**config.mk**
```make
export PLATFORM = sky130hd
export DESIGN_NAME = hazard_sequencer
export DESIGN_NICKNAME = d
export VERILOG_FILES = /design/src/rtl/hazard_pkg.sv /design/src/rtl/hazard_match.sv /design/src/rtl/hazard_sequencer.sv
export SDC_FILE = /design/constraint.sdc
export NUM_CORES = 1
export LEC_CHECK = 0
export BUFFER_PORTS_ARGS = -buffer_cell sky130_fd_sc_hd__clkbuf_2
export CORE_MARGIN = 4
export CORE_UTILIZATION = 38
export DETAILED_ROUTE_END_ITERATION = 12
export GPL_TIMING_DRIVEN = 0
export PLACE_DENSITY = 0.78
export SLEW_MARGIN = 20
export SYNTH_ARGS = -nofsm -noshare
export SYNTH_HDL_FRONTEND = slang
export SYNTH_SLANG_ARGS = --single-unit
```
**constraint.sdc**
```tcl
create_clock -name clk -period 2.4 [get_ports clk]
set_input_delay 0.36 -clock clk [delete_from_list [all_inputs] [get_ports clk]]
set_output_delay 0.36 -clock clk [all_outputs]
set_load 0.1 [all_outputs]
```
**src/rtl/hazard_pkg.sv**
```systemverilog
// hazard_pkg: shared FSM state encoding, Controller hazardjump codes and register-zero constant
package hazard_pkg;
    typedef enum logic [1:0] {
        RUN        = 2'd0,
        LOAD_STALL = 2'd1,
        JR_WAIT    = 2'd2,
        ERR        = 2'd3
    } seq_state_e;
    localparam logic [2:0] HJ_NONE  = 3'd0;
    localparam logic [2:0] HJ_FLUSH = 3'd1;
    localparam logic [2:0] HJ_STALL = 3'd2;
    localparam int REG_ZERO = 0;
endpackage

```
**src/rtl/hazard_match.sv**
```systemverilog
// hazard_match: combinational load-use and jr register dependency detection
// Ports: ID rs/rt fields and use flags, id_jr, EX load/write/rd, MEM write/rd -> load_use, jr_dep.
module hazard_match
    import hazard_pkg::*;
#(
    parameter int REG_ADDR_W = 5
) (
    input  logic [REG_ADDR_W-1:0] id_rs,
    input  logic [REG_ADDR_W-1:0] id_rt,
    input  logic                  id_uses_rs,
    input  logic                  id_uses_rt,
    input  logic                  id_jr,
    input  logic                  ex_mem_read,
    input  logic                  ex_reg_write,
    input  logic [REG_ADDR_W-1:0] ex_rd,
    input  logic                  mem_reg_write,
    input  logic [REG_ADDR_W-1:0] mem_rd,
    output logic                  load_use,
    output logic                  jr_dep
);
    localparam logic [REG_ADDR_W-1:0] ZERO = REG_ADDR_W'(REG_ZERO);
    assign load_use = ex_mem_read & (ex_rd != ZERO) &
                      ((id_uses_rs & (id_rs == ex_rd)) | (id_uses_rt & (id_rt == ex_rd)));
    // jr reads the register file in ID with no forwarding, so any in-flight writer of rs blocks it
    assign jr_dep = id_jr & (id_rs != ZERO) &
                    ((ex_reg_write & (id_rs == ex_rd)) | (mem_reg_write & (id_rs == mem_rd)));
endmodule

```
**src/rtl/hazard_sequencer.sv**
```systemverilog
// hazard_sequencer: MIPS 5-stage hazard FSM driving stalls, flushes and the Controller hazardjump code
// Ports: ID/EX/MEM hazard sources and ex_branch_taken in; pc_write, ifid_write, ifid_flush,
// idex_bubble, hazardjump, seq_state, wd_err out. Optional HAZARD_PERF_CNT_EN adds stall_cnt/flush_cnt.
module hazard_sequencer
    import hazard_pkg::*;
#(
    parameter int REG_ADDR_W  = 5,
    parameter int CNT_W       = 16,
    parameter int JR_MAX_WAIT = 2
) (
    input  logic                  clk,
    input  logic                  rst_n,
    input  logic [REG_ADDR_W-1:0] id_rs,
    input  logic [REG_ADDR_W-1:0] id_rt,
    input  logic                  id_uses_rs,
    input  logic                  id_uses_rt,
    input  logic                  id_jump,
    input  logic                  id_jr,
    input  logic                  ex_mem_read,
    input  logic                  ex_reg_write,
    input  logic [REG_ADDR_W-1:0] ex_rd,
    input  logic                  mem_mem_read,
    input  logic                  mem_reg_write,
    input  logic [REG_ADDR_W-1:0] mem_rd,
    input  logic                  ex_branch_taken,
    output logic                  pc_write,
    output logic                  ifid_write,
    output logic                  ifid_flush,
    output logic                  idex_bubble,
    output logic [2:0]            hazardjump,
    output logic [1:0]            seq_state,
`ifdef HAZARD_PERF_CNT_EN
    output logic [CNT_W-1:0]      stall_cnt,
    output logic [CNT_W-1:0]      flush_cnt,
`endif
    output logic                  wd_err
);
    // counter must be able to hold JR_MAX_WAIT+1, the value that trips the watchdog
    localparam int WAIT_W = $clog2(JR_MAX_WAIT + 2);

    if (CNT_W < 1) begin : g_bad_cnt_w
        $error("CNT_W must be positive");
    end

    seq_state_e        state_q, state_d;
    logic [WAIT_W-1:0] wait_q, wait_d, wait_inc;
    logic              wd_err_q;
    logic              load_use, jr_dep;
    logic              pc_w, ifid_w, flush, bubble;
    logic [2:0]        hj;
    // a load in MEM is already forwardable, so only its write/rd matter for jr
    logic              unused_mem_mem_read;

    assign unused_mem_mem_read = mem_mem_read;

    hazard_match #(.REG_ADDR_W(REG_ADDR_W)) u_match (
        .id_rs        (id_rs),
        .id_rt        (id_rt),
        .id_uses_rs   (id_uses_rs),
        .id_uses_rt   (id_uses_rt),
        .id_jr        (id_jr),
        .ex_mem_read  (ex_mem_read),
        .ex_reg_write (ex_reg_write),
        .ex_rd        (ex_rd),
        .mem_reg_write(mem_reg_write),
        .mem_rd       (mem_rd),
        .load_use     (load_use),
        .jr_dep       (jr_dep)
    );

    assign wait_inc = wait_q + WAIT_W'(1);

    always_comb begin
        state_d = RUN;
        wait_d  = '0;
        pc_w    = 1'b1;
        ifid_w  = 1'b1;
        flush   = 1'b0;
        bubble  = 1'b0;
        hj      = HJ_NONE;
        if (state_q == ERR) begin
            pc_w    = 1'b0;
            ifid_w  = 1'b0;
            bubble  = 1'b1;
            hj      = HJ_STALL;
            state_d = ERR;
            wait_d  = wait_q;
        end else if (ex_branch_taken) begin
            flush  = 1'b1;
            bubble = 1'b1;
        end else if (jr_dep) begin
            pc_w    = 1'b0;
            ifid_w  = 1'b0;
            bubble  = 1'b1;
            hj      = HJ_STALL;
            wait_d  = wait_inc;
            state_d = (wait_inc > WAIT_W'(JR_MAX_WAIT)) ? ERR : JR_WAIT;
        end else if (load_use) begin
            pc_w    = 1'b0;
            ifid_w  = 1'b0;
            bubble  = 1'b1;
            hj      = HJ_STALL;
            state_d = LOAD_STALL;
        end else if (id_jump || state_q == JR_WAIT) begin
            // a released jr behaves like a jump: flush the wrong-path fetch
            flush = 1'b1;
            hj    = HJ_FLUSH;
        end
    end

    always_ff @(posedge clk or negedge rst_n) begin
        if (!rst_n) begin
            state_q  <= RUN;
            wait_q   <= '0;
            wd_err_q <= 1'b0;
        end else begin
            state_q  <= state_d;
            wait_q   <= wait_d;
            wd_err_q <= wd_err_q | (state_d == ERR);
        end
    end

    // reset forces a safe pipeline: frozen fetch, nop in IF/ID and ID/EX
    assign pc_write    = rst_n & pc_w;
    assign ifid_write  = rst_n & ifid_w;
    assign ifid_flush  = ~rst_n | flush;
    assign idex_bubble = ~rst_n | bubble;
    assign hazardjump  = rst_n ? hj : HJ_NONE;
    assign seq_state   = state_q;
    assign wd_err      = wd_err_q;

`ifdef HAZARD_PERF_CNT_EN
    logic [CNT_W-1:0] stall_cnt_q, flush_cnt_q;

    always_ff @(posedge clk or negedge rst_n) begin
        if (!rst_n) begin
            stall_cnt_q <= '0;
            flush_cnt_q <= '0;
        end else begin
            if (hj == HJ_STALL && stall_cnt_q != '1) stall_cnt_q <= stall_cnt_q + CNT_W'(1);
            if (flush && flush_cnt_q != '1) flush_cnt_q <= flush_cnt_q + CNT_W'(1);
        end
    end

    assign stall_cnt = stall_cnt_q;
    assign flush_cnt = flush_cnt_q;
`endif
endmodule

```
Word level (Yosys, flattened, before mapping)
Cells that the tools add are included.
{ "op_classes": {"n_addsub": 1, "n_mul": 0, "div_mod_pow": 0, "magnitude_cmp": 1, "eq_ne": 6, "n_shift": 0, "muxes": 26, "n_bitwise": 15, "reduce_logical": 3} }
{ "ops": {"columns": ["cell", "count"], "rows": [
  ["2-to-1 mux 2 bit", 9],
  ["2-to-1 mux 1 bit", 16],
  ["== test 5 bit", 3],
  ["nonzero test 5 bit", 2],
  ["AND 1 bit", 9],
  ["== test 2 bit (second input constant)", 3],
  ["OR 1 bit", 5],
  ["2-to-1 mux 3 bit", 1],
  ["adder 2 x 1 -> 2 bit (second input constant)", 1],
  ["greater-than comparator 2 bit (second input constant)", 1],
  ["logical OR 1 bit", 1],
  ["NOT 1 bit", 1]
]} }
{ "totals": {"reg_bits": 5, "latchBits": 0, "mem_bits_rw": 0, "romBits": 0, "inputBits": 31, "out_inout_bits": 10, "memories": 0} }

Longest topological paths before layout
Gate-level depths: netlist of the first run.
{ "logic_depth": {"ltp_word": 10, "depth_mapped": 6, "depth_no_buf": 5} }

Hierarchy
From an unflattened synthesis of the first run, not the netlist that was laid out.
{ "unflattened": {"hier_cells": 62, "area_unflattened_um2": 521.8} }
{ "by_module_without_submodules": {"columns": ["module", "instances", "cells_each", "area_per_inst_um2", "seq_area_each_um2"], "rows": [
  ["hazard_sequencer", 1, 34, 310.3, 125.1],
  ["hazard_match", 1, 28, 211.5, 0.0]
]} }

Worst setup path after synthesis of the first run
OpenSTA, ideal clock, no wires.
{ "synth_timing": {"path_kind": "input to output", "start": "input id_rs[0]", "end": "output hazardjump[0]", "arrival_ns": 4.324, "required_ns": 2.040, "path_slack_ns": -2.284, "stages": 4, "n_path_buf": 0, "cell_sequence": "or4_1 > o21a_1 > a21o_1 > nor4b_1"} }
{ "synth_via": {"elab_chain_len": 9} }
{ "synth_rtl": {"columns": ["element", "line_no", "rtl"], "rows": [
  ["start, declared", "hazard_sequencer.sv:13", "input logic [REG_ADDR_W-1:0] id_rs,"],
  ["== test 5 bit", "hazard_match.sv:23, hazard_match.sv:26", null],
  ["AND 1 bit", "hazard_match.sv:23", "((id_uses_rs & (id_rs == ex_rd)) | (id_uses_rt & (id_rt == ex_rd)));"],
  ["OR 1 bit", "hazard_match.sv:23", null],
  ["AND 1 bit", "hazard_match.sv:22", "assign load_use = ex_mem_read & (ex_rd != ZERO) &"],
  ["2-to-1 mux 2 bit", "hazard_sequencer.sv:98", "end else if (load_use) begin"],
  ["2-to-1 mux 2 bit (*)", "hazard_sequencer.sv:91", "end else if (jr_dep) begin"],
  ["2-to-1 mux 2 bit (*)", "hazard_sequencer.sv:88", "end else if (ex_branch_taken) begin"],
  ["2-to-1 mux 2 bit (*)", "hazard_sequencer.sv:81", "if (state_q == ERR) begin"],
  ["2-to-1 mux 3 bit (*)", "hazard_sequencer.sv:128", "assign hazardjump = rst_n ? hj : HJ_NONE;"],
  ["end, declared", "hazard_sequencer.sv:30", "output logic [2:0] hazardjump,"]
]} }
Mark *: on every way between the ends. The rest lies on a longest branch, timed or not.

Worst setup path in the final report of the first run
{ "layout_timing": {"start": "input id_rs[0]", "end": "output idex_bubble"} }
{ "layout_via": {"elab_chain_len": 9} }
{ "layout_rtl": {"columns": ["element", "line_no", "rtl"], "rows": [
  ["== test 5 bit", "hazard_match.sv:23, hazard_match.sv:26", null],
  ["AND 1 bit", "hazard_match.sv:23", null],
  ["OR 1 bit", "hazard_match.sv:23", null],
  ["AND 1 bit", "hazard_match.sv:22", null],
  ["2-to-1 mux 1 bit", "hazard_sequencer.sv:98", null],
  ["2-to-1 mux 1 bit (*)", "hazard_sequencer.sv:91", null],
  ["2-to-1 mux 1 bit (*)", "hazard_sequencer.sv:88", null],
  ["2-to-1 mux 1 bit (*)", "hazard_sequencer.sv:81", null],
  ["OR 1 bit (*)", "hazard_sequencer.sv:127", "assign idex_bubble = ~rst_n | bubble;"],
  ["end, declared", "hazard_sequencer.sv:29", "output logic idex_bubble,"]
]} }
Marks and branches as above.

==> summary.txt, run 1 <==
Yosys
  • Part of the Yosys area used for sequential elements: 24.0%
  • EDFF count, synth: 0
  • Unique masters post-synth: 27
  • Synth area leader: xnor2_1
  • Ys Warns: 0
  • Top cell type's share of synthesized area: 25.2%
  • Ys async rst share: 100%
  • Gate Count Post-Synth: 62
  • Syn_nets: 94
  • Most used flip-flop cell after synthesis: dfrtp_1
  • Mapped Avg Cell Area: 8.40 µm²
  • Mapped Area: 520 µm²
  • Synth top area cells: xnor2_1 25%, dfrtp_1 24%, nand2_1 4.3%
  • #FFs+latches synth: 5

Place
  • Placed insts: 115
  • Routability cong.: 0.775
  • IO buf count: 38
  • Dpl hpwl: 1280 µm

Setup path
  • CP required: 2.04 ns
  • CP Max Fanout: 3
  • Nature of the critical path endpoint: output port
  • Startpoint Class: input port
  • Setup CP Type: in -> out
  • Critical path arrival: 2.04 ns

GRT
  • Grt total ovfl: 0
  • Met3 Resource Use GR: 4.38%
  • Total Routing Usage GR: 16.7%
  • Vias in the first global route: 615
  • Initial antenna violation count: 0
  • First-pass GRT wire length: 2410 µm
  • GR Layer Usage met2: 33.1%
  • Met1 Use GR: 16.3%
  • GR peak layer: met2
  • Largest net degree at the start of global routing: 8

Pwr
  • Worst vdd ir: 0.000190 V
  • Clk network pwr share: 28.8%
  • Net Switching: 128 µW
  • Leakage: 0.000436 µW
  • Switching part of the total: 36.8%
  • Pwr/cell area: 380 mW/mm²
  • Sequential fraction of design power: 24.7%
  • Pint: 220 µW
  • Comb pwr share: 46.5%

Run status
  • Failing checks: setup timing
  • Outcome: finished with violations

Final layout
  • Fill cell count: 123
  • Storage cell area: 125 µm²
  • Net count reported at finish: 141
  • Multi-input logic area: 404 µm²
  • ANT cells: 0
  • Layout cells sized above 1: 50.0%
  • Area growth from synthesis to layout: 76.0%
  • Non-Filler Instances: 123

STA
  • Worst rel slew slack: 64.1%
  • Setup violations, final: 1
  • Tmin final: 2.40 ns
  • Fin. Hold Viols: 0
  • Final worst slack: -0.00326 ns
  • Worst Tran Pin Value: 0.541 ns
  • Fmax: 0.416 GHz
  • Fin crit share: 100%
  • Final Max Slew Viols: 0
  • Unrepaired setup endpoints after global routing: yes
  • Clk_skew: 0.00714 ns
  • Post-route setup TNS: -0.00326 ns

Detailed routing
  • Pre-Repair DR Iteration Count: 4
  • WL/cell: 13.0 µm
  • Via count: 635
  • Via density per instance: 5.16
  • Post-Route WL: 1600 µm
  • DR iter-0 viols: 2
  • Antenna Violating Nets Remaining: 0
  • DRC Markers: 0

CTS
  • Level count of the clock H-tree: 1
  • Cts bufs inserted: 3
  • Clock Tree Root: clkbuf_4
  • CTS tree: done
  • Worst-path clk slew: 0.05 ns
  • Worst-skew pair later-pin latency: 0.25 ns
  • Clock sinks: 5
  • Clk buf depth: 2

Floorplanning
  • Num ports: 41
  • Die area: 0.00203 mm²
  • Initial Utilization: 40.0%
  • DIE HEIGHT: 45.0 µm
  • Die X: 45.0 µm
  • Core region area: 0.00130 mm²
  • Rows: 13

Worst hold path
  • Hold WC Path Type: in -> async

Flow run
  • Max-cap violations: 0
-- cell usage after synthesis, types with 2 or more instances --
library cell and number:
dfrtp_1 5, a31oi_1 2, inv_1 3, nand3_1 3, buf_4 2, or3_1 2, nand2_1 6, o21ai_0 3
xnor2_1 15, or4_1 2, nand4_1 3
-- path summary, 6_finish.rpt --
| check | start | to | slack [ns] | depth (start not counted) |
|---|---|---|---|---|
| worst max-delay path | id_rs[0] | idex_bubble | -0.003 | 6 |
| worst min-delay path | rst_n | wait_q[1] | 0.47 | 2 |
| worst max register to register | seq_state[1] | seq_state[0] | 1.27 | 3 |
| worst min register to register | wd_err | wd_err | 0.49 | 1 |
| max in group asynchronous | rst_n | seq_state[0] | 1.76 | 2 |
| min in group clk | wd_err | wd_err | 0.49 | 1 |
-- through the flow --
step	setup slack [ns]	hold slack (ns)	power, µW	cell area (µm²)	util [%]
finish	-0.00326	0.473	348	916	70.4
detailed placement	-0.261	0.197	227	766	58.8
global route	-0.0466	0.480	368	916	70.4
global placement	-0.229	0.191	224	766	58.8
floorplan	-0.282	0.0644	183	557	-
CTS	-0.0808	0.466	343	883	67.9
-- layout by cell type, fill, tap and decap left out, drive strengths merged --
master	n
clkbuf	38
xnor2	15
buf	9
nand2	6
dfrtp	5
inv	3
nand3	3
nand4	3
o21ai	3
or3	2
or4	2
a31oi	2
mux2i	1
o22ai	1
o21a	1
a21o	1
o22a	1
or2	1
nor4b	1
nor2b	1
and2	1
nand2b	1
and4	1
a41o	1
or4b	1
o31ai	1
ha	1
conb	1
dlygate4sd3	1
-- cell families after synthesis --
family,synth area share [%]
adders and majority gates,2.40
and+or+nand+nor,26.2
muxes,1.92
other,0.720
xor gates and xnor gates,25.2
buffers and inverters,5.05
AOI/OAI and AO/OA,14.4
DFF,24.0
-- cell type report --
type	count	area share [%]
sequential	5	13.7
inverter	3	1.23
clock buffer	4	2.87
multi-input combinational	52	44.1
buffer	2	2.46
tap	15	2.05
timing repair buffer	42	33.6
-- worst max-delay path, stage by stage --
cell,delay (ns)
buf_8,0.10
or4_4,0.51
o21a_1,0.20
a21o_1,0.17
or4b_4,0.49
clkbuf_16,0.21
-- sequential cells by signal, indices dropped and copies added, names as in the netlist --
name and count:
wait_q 2, seq_state 2, wd_err 1
-- timing repair --
action,in CTS,in global routing
hold buffers,1,0
endpoints found under the setup margin,5,6
hold endpoints to repair,5,0
buffers inserted,2,1
pin swaps,4,3
gates resized for setup,13,12
-- power by group through the flow --
stage	Sequential, µW	Clock (µW)	Combinational (µW)
after detailed placement	87.2	0	139
after global routing	85.9	111	172
final	85.9	100	162
after CTS	85.9	102	155
after global placement	87.1	0	137
after floorplan	91.5	0	91.5
-- layer usage --
metal / vias up / part of all wire (%)
met5: - / 0
li1: 315 / -
met1: 280 / 34
met2: 40 / 54
met3: 0 / 12
met4: 0 / 0
No activity file was read; power rests on OpenSTA's default activity.
==> run 2: changes to the inputs <==
--- a/config.mk
+++ b/config.mk
@@ -7,10 +7,11 @@
 export LEC_CHECK = 0
 export BUFFER_PORTS_ARGS = -buffer_cell sky130_fd_sc_hd__clkbuf_2
 export CORE_MARGIN = 4
-export CORE_UTILIZATION = 38
+export CORE_UTILIZATION = 36
+export CTS_BUF_LIST = sky130_fd_sc_hd__clkbuf_2
 export DETAILED_ROUTE_END_ITERATION = 12
 export GPL_TIMING_DRIVEN = 0
-export PLACE_DENSITY = 0.78
+export PLACE_DENSITY = 0.77
 export SLEW_MARGIN = 20
 export SYNTH_ARGS = -nofsm -noshare
 export SYNTH_HDL_FRONTEND = slang
==> constraint.sdc (replaced) <==
create_clock -name clk -period 2.05 [get_ports clk]
set_input_delay 0.3075 -clock clk [delete_from_list [all_inputs] [get_ports clk]]
set_output_delay 0.3075 -clock clk [all_outputs]
set_load 0.1 [all_outputs]
==> summary.txt, run 2 (synthesis results as in run 1) <==
CTS
  • Worst-skew pair later-pin latency: 0.24 ns
  • Cts bufs inserted: 3
  • Clk buf depth: 2
  • Worst-path clk slew: 0.05 ns
  • Clock Tree Root: clkbuf_2
  • CTS tree: done
  • Level count of the clock H-tree: 1
  • Clock sinks: 5

Run status
  • Outcome: finished with violations
  • Failing checks: setup timing

Floorplanning
  • Die area: 0.00212 mm²
  • Die X: 46.0 µm
  • Initial Utilization: 39.0%
  • Num ports: 41
  • DIE HEIGHT: 46.0 µm
  • Core region area: 0.00133 mm²
  • Rows: 13

Setup path
  • Nature of the critical path endpoint: output port
  • R2R Setup Slk: 0.90 ns
  • Reg-to-Reg Start: seq_state[1]
  • Reg2Reg Capture Point: seq_state[0]
  • CP required: 1.74 ns
  • R2R depth: 3
  • Crit path from: id_rs[0]
  • Critical path arrival: 2.08 ns
  • CP Max Fanout: 3
  • Startpoint Class: input port
  • Setup CP Type: in -> out

STA
  • Fin. Hold Viols: 0
  • Worst rel slew slack: 63.9%
  • Tmin final: 2.39 ns
  • Fin crit share: 116%
  • Worst Tran Pin Value: 0.543 ns
  • Fmax: 0.419 GHz
  • Unrepaired setup endpoints after global routing: yes
  • Final Max Slew Viols: 0
  • Final worst slack: -0.336 ns
  • Post-route setup TNS: -1.39 ns
  • Setup violations, final: 6
  • Clk_skew: 0.0210 ns

Pwr
  • Pint: 252 µW
  • Sequential fraction of design power: 23.8%
  • Comb pwr share: 52.6%
  • Switching part of the total: 40.3%
  • Worst vdd ir: 0.000339 V
  • Net Switching: 170 µW
  • Clk network pwr share: 23.6%
  • Pwr/cell area: 401 mW/mm²
  • Leakage: 0.000502 µW

Detailed routing
  • Antenna Violating Nets Remaining: 0
  • Via count: 740
  • Post-Route WL: 2440 µm
  • DR WL met2: 1280 µm
  • Pre-Repair DR Iteration Count: 5
  • Met3 routed WL: 180 µm
  • Top Layer Used: met4
  • Post-Route M1 WL: 870 µm
  • DR iter-0 viols: 45
  • Via density per instance: 5.74
  • DRC Markers: 0
  • WL/cell: 18.9 µm

Place
  • IO buf count: 38
  • Placed insts: 115
  • Routability cong.: 0.772
  • Dpl hpwl: 1320 µm

GRT
  • Initial antenna violation count: 0
  • Vias in the first global route: 701
  • First-pass GRT wire length: 3340 µm
  • Largest net degree at the start of global routing: 7
  • Total Routing Usage GR: 22.8%
  • Grt total ovfl: 0

Final layout
  • Most frequent cells in the layout: 34 x clkbuf_2, 14 x xnor2_1, 8 x buf_4
  • ANT cells: 0
  • Non-Filler Instances: 129
  • Layout cells sized above 1: 58.8%
  • Net count reported at finish: 147
  • Area growth from synthesis to layout: 102%
  • Commonest non-fill, non-tap cell in the layout: clkbuf_2

Worst hold path
  • Hold Path Sink: wd_err
  • Hold path depth: 1
  • Hold WC Path Type: reg -> reg
  • Hold_sp: wd_err

Flow run
  • Max-cap violations: 0
## run 2: changes by cell type in the layout (fill, tap and decap cells not counted), sizes merged
cell  change
buf       +6
## run 2: cell type report
| class | instances | area (µm²) |
|---|---|---|
| flip-flops and latches | 5 | 126 |
| inverters | 3 | 11.3 |
| repair buffers | 48 | 397 |
| fillers | 88 | 280 |
| clock buffers | 4 | 20.0 |
| plain buffers | 2 | 27.5 |
| well taps | 15 | 18.8 |
| multi-input cells | 52 | 453 |
## run 2: how the worst max path moves through the flow
stage / slack (ns) / cells after the start / to
finish: -0.34 / 6 / idex_bubble
global route: -0.38 / 6 / idex_bubble
CTS: -0.28 / 6 / idex_bubble
detailed placement: -0.54 / 8 / pc_write
global placement: -0.52 / 8 / pc_write
floorplan: -0.53 / 4 / hazardjump[0]
## run 2: routing by layer
metal / global-route usage, % / up-vias
met4: 5.68 / 0
met5: 0 / -
met1: 25.4 / 352
met3: 7.51 / 13
met2: 40.9 / 48
li1: - / 327
## run 2: per-stage QoR
| step | setup slack, ns | power, µW | util, % | instance area (µm²) | hold WS (ns) |
|---|---|---|---|---|---|
| after CTS | -0.276 | 406 | 76.4 | 1020 | 0.465 |
| after global routing | -0.377 | 449 | 79.0 | 1050 | 0.459 |
| after floorplan | -0.532 | 216 | - | 572 | 0.0119 |
| after detailed placement | -0.538 | 267 | 58.5 | 781 | 0.143 |
| final | -0.336 | 422 | 79.0 | 1050 | 0.464 |
| after global placement | -0.516 | 264 | 58.5 | 781 | 0.142 |
## run 2: worst max-delay path, cell delays in order
cell and delay [ns]:
buf_8 0.10, or4_4 0.51, o21a_1 0.22, a21o_1 0.21, or4b_4 0.51, clkbuf_16 0.21
## run 2: what timing repair did
| item | CTS | global route |
|---|---|---|
| gates resized for setup | 26 | 9 |
| buffers inserted | 7 | 2 |
| hold endpoints to repair | 5 | 0 |
| hold buffers | 1 | 0 |
| endpoints found under the setup margin | 6 | 6 |
| pin swaps | 4 | 4 |
## run 2: power groups by stage
stage	Clock, µW	Sequential (µW)	Combinational [µW]
floorplan	0	107	109
global placement	0	102	162
detailed placement	0	102	165
CTS	101	100	205
global route	116	100	233
finish	99.5	100	222
==> run 3: changes to the inputs <==
==> config.mk (replaced) <==
export PLATFORM = sky130hd
export DESIGN_NAME = hazard_sequencer
export DESIGN_NICKNAME = d
export VERILOG_FILES = /design/src/rtl/hazard_pkg.sv /design/src/rtl/hazard_match.sv /design/src/rtl/hazard_sequencer.sv
export SDC_FILE = /design/constraint.sdc
export NUM_CORES = 1
export LEC_CHECK = 0
export CORE_AREA = 4 4 41 43
export CTS_BUF_LIST = sky130_fd_sc_hd__clkbuf_2
export DETAILED_ROUTE_END_ITERATION = 12
export DIE_AREA = 0 0 45 47
export DONT_BUFFER_PORTS = 1
export GPL_TIMING_DRIVEN = 0
export REMOVE_ABC_BUFFERS = 1
export SYNTH_ARGS = -nofsm -noshare
export SYNTH_HDL_FRONTEND = slang
export SYNTH_SLANG_ARGS = --single-unit
==> summary.txt, run 3 (synthesis results as in run 1) <==
Final layout
  • ANT cells: 0
  • Most frequent cells in the layout: 15 x xnor2_1, 5 x buf_4, 4 x nand2_1, 4 x clkbuf_2
  • Non-Filler Instances: 86
  • Commonest non-fill, non-tap cell in the layout: xnor2_1
  • Area growth from synthesis to layout: 32.5%
  • Layout cells sized above 1: 33.8%
  • Net count reported at finish: 104

Floorplanning
  • Initial Utilization: 40.0%
  • DIE HEIGHT: 47 µm
  • Num ports: 41
  • Die area: 0.00212 mm²
  • Core region area: 0.00130 mm²
  • Die X: 45 µm
  • Rows: 13

CTS
  • Level count of the clock H-tree: 1
  • Cts bufs inserted: 3
  • Clock sinks: 5
  • Worst-skew pair later-pin latency: 0.22 ns
  • Clk buf depth: 2
  • Worst-path clk slew: 0.06 ns
  • Clock Tree Root: clkbuf_2
  • CTS tree: done

Detailed routing
  • Pre-Repair DR Iteration Count: 4
  • Via count: 520
  • Antenna Violating Nets Remaining: 0
  • Via density per instance: 6.05
  • DR iter-0 viols: 8
  • DRC Markers: 0
  • Post-Route WL: 1540 µm
  • WL/cell: 17.9 µm

Setup path
  • CP required: 1.74 ns
  • Critical path arrival: 1.91 ns
  • Startpoint Class: input port
  • Setup CP Type: in -> out
  • R2R depth: 3
  • CP Max Fanout: 3
  • Nature of the critical path endpoint: output port

STA
  • Worst Tran Pin Value: 0.882 ns
  • Setup violations, final: 5
  • Unrepaired setup endpoints after global routing: yes
  • Clk_skew: 0.00709 ns
  • Fmax: 0.451 GHz
  • Final Max Slew Viols: 0
  • Fin crit share: 108%
  • Post-route setup TNS: -0.675 ns
  • Tmin final: 2.22 ns
  • Fin. Hold Viols: 0
  • Final worst slack: -0.165 ns
  • Worst rel slew slack: 41.2%

Pwr
  • Final Power: 325 µW
  • Leakage: 0.000257 µW
  • Worst vdd ir: 0.000128 V
  • Pwr/cell area: 471 mW/mm²

Run status
  • Outcome: finished with violations
  • Failing checks: setup timing

Place
  • Placed insts: 76
  • IO buf count: 0
  • DP Worst Slack: -0.587 ns
  • Routability cong.: 0.701

GRT
  • Vias in the first global route: 576
  • Grt total ovfl: 0
  • Largest net degree at the start of global routing: 7
  • Total Routing Usage GR: 16.7%
  • First-pass GRT wire length: 2510 µm
  • Initial antenna violation count: 0

Flow run
  • Max-cap violations: 0

Worst hold path
  • Hold WC Path Type: in -> async
==> run 3: changes by cell type in the layout (fill, tap and decap cells not counted), sizes merged <==
cell and delta:
buf -9, clkbuf -34
==> run 3: metrics by stage <==
| step | instance area [µm²] | hold slack, ns | util, % |
|---|---|---|---|
| after CTS | 652 | 0.341 | 50.1 |
| final | 689 | 0.383 | 53.0 |
| after global placement | 524 | 0.0121 | 40.3 |
| after detailed placement | 553 | 0.0121 | 42.5 |
| after global routing | 689 | 0.384 | 53.0 |
| after floorplan | 505 | 0.0119 | - |
==> run 3: worst max-delay path: stages <==
cell and delay [ns]:
or4_4 0.51, o21a_1 0.22, a21o_1 0.20, or4b_4 0.67
==> run 3: layer usage <==
| metal | up-vias | track usage [%] | routed length, µm |
|---|---|---|---|
| li1 | 239 | - | - |
| met1 | 250 | 17.5 | 552 |
| met2 | 27 | 30.5 | 836 |
| met3 | 4 | 3.07 | 128 |
| met4 | 0 | 11.1 | 25 |
| met5 | - | 0 | 0 |
==> run 3: report_power, final <==
part	total [µW]	switching, µW	leakage [µW]	internal (µW)
Combinational	124	78.8	0.000174	45.4
Sequential	106	6.13	0.0000658	99.8
Clock	94.5	42.8	0.0000166	51.6
==> run 3: what timing repair did <==
action / CTS / global route
endpoints found under the hold margin: 5 / 0
pin swaps: 2 / 3
hold buffers: 1 / 0
gates resized for setup: 11 / 6
endpoints found under the setup margin: 6 / 6
setup buffers: 4 / 1
==> run 3: worst paths after layout <==
| check | slack [ns] | startpoint | to |
|---|---|---|---|
| setup / recovery | -0.17 | id_rs[0] | idex_bubble |
| hold / removal | 0.38 | rst_n | seq_state[0] |
| setup reg to reg | 0.67 | seq_state[1] | seq_state[0] |
| hold reg to reg | 0.51 | wait_q[1] | wait_q[1] |
| max in group asynchronous | 1.43 | rst_n | seq_state[1] |
| min in group clk | 0.43 | ex_branch_taken | seq_state[0] |
==> run 3: area by class of cell <==
class / instances / area [µm²]
fill: 121 / 612
multi-input combinational: 52 / 444
sequential: 5 / 133
timing repair buffer: 7 / 62.6
clock buffer: 4 / 20.0
tap: 15 / 18.8
inverter: 3 / 11.3
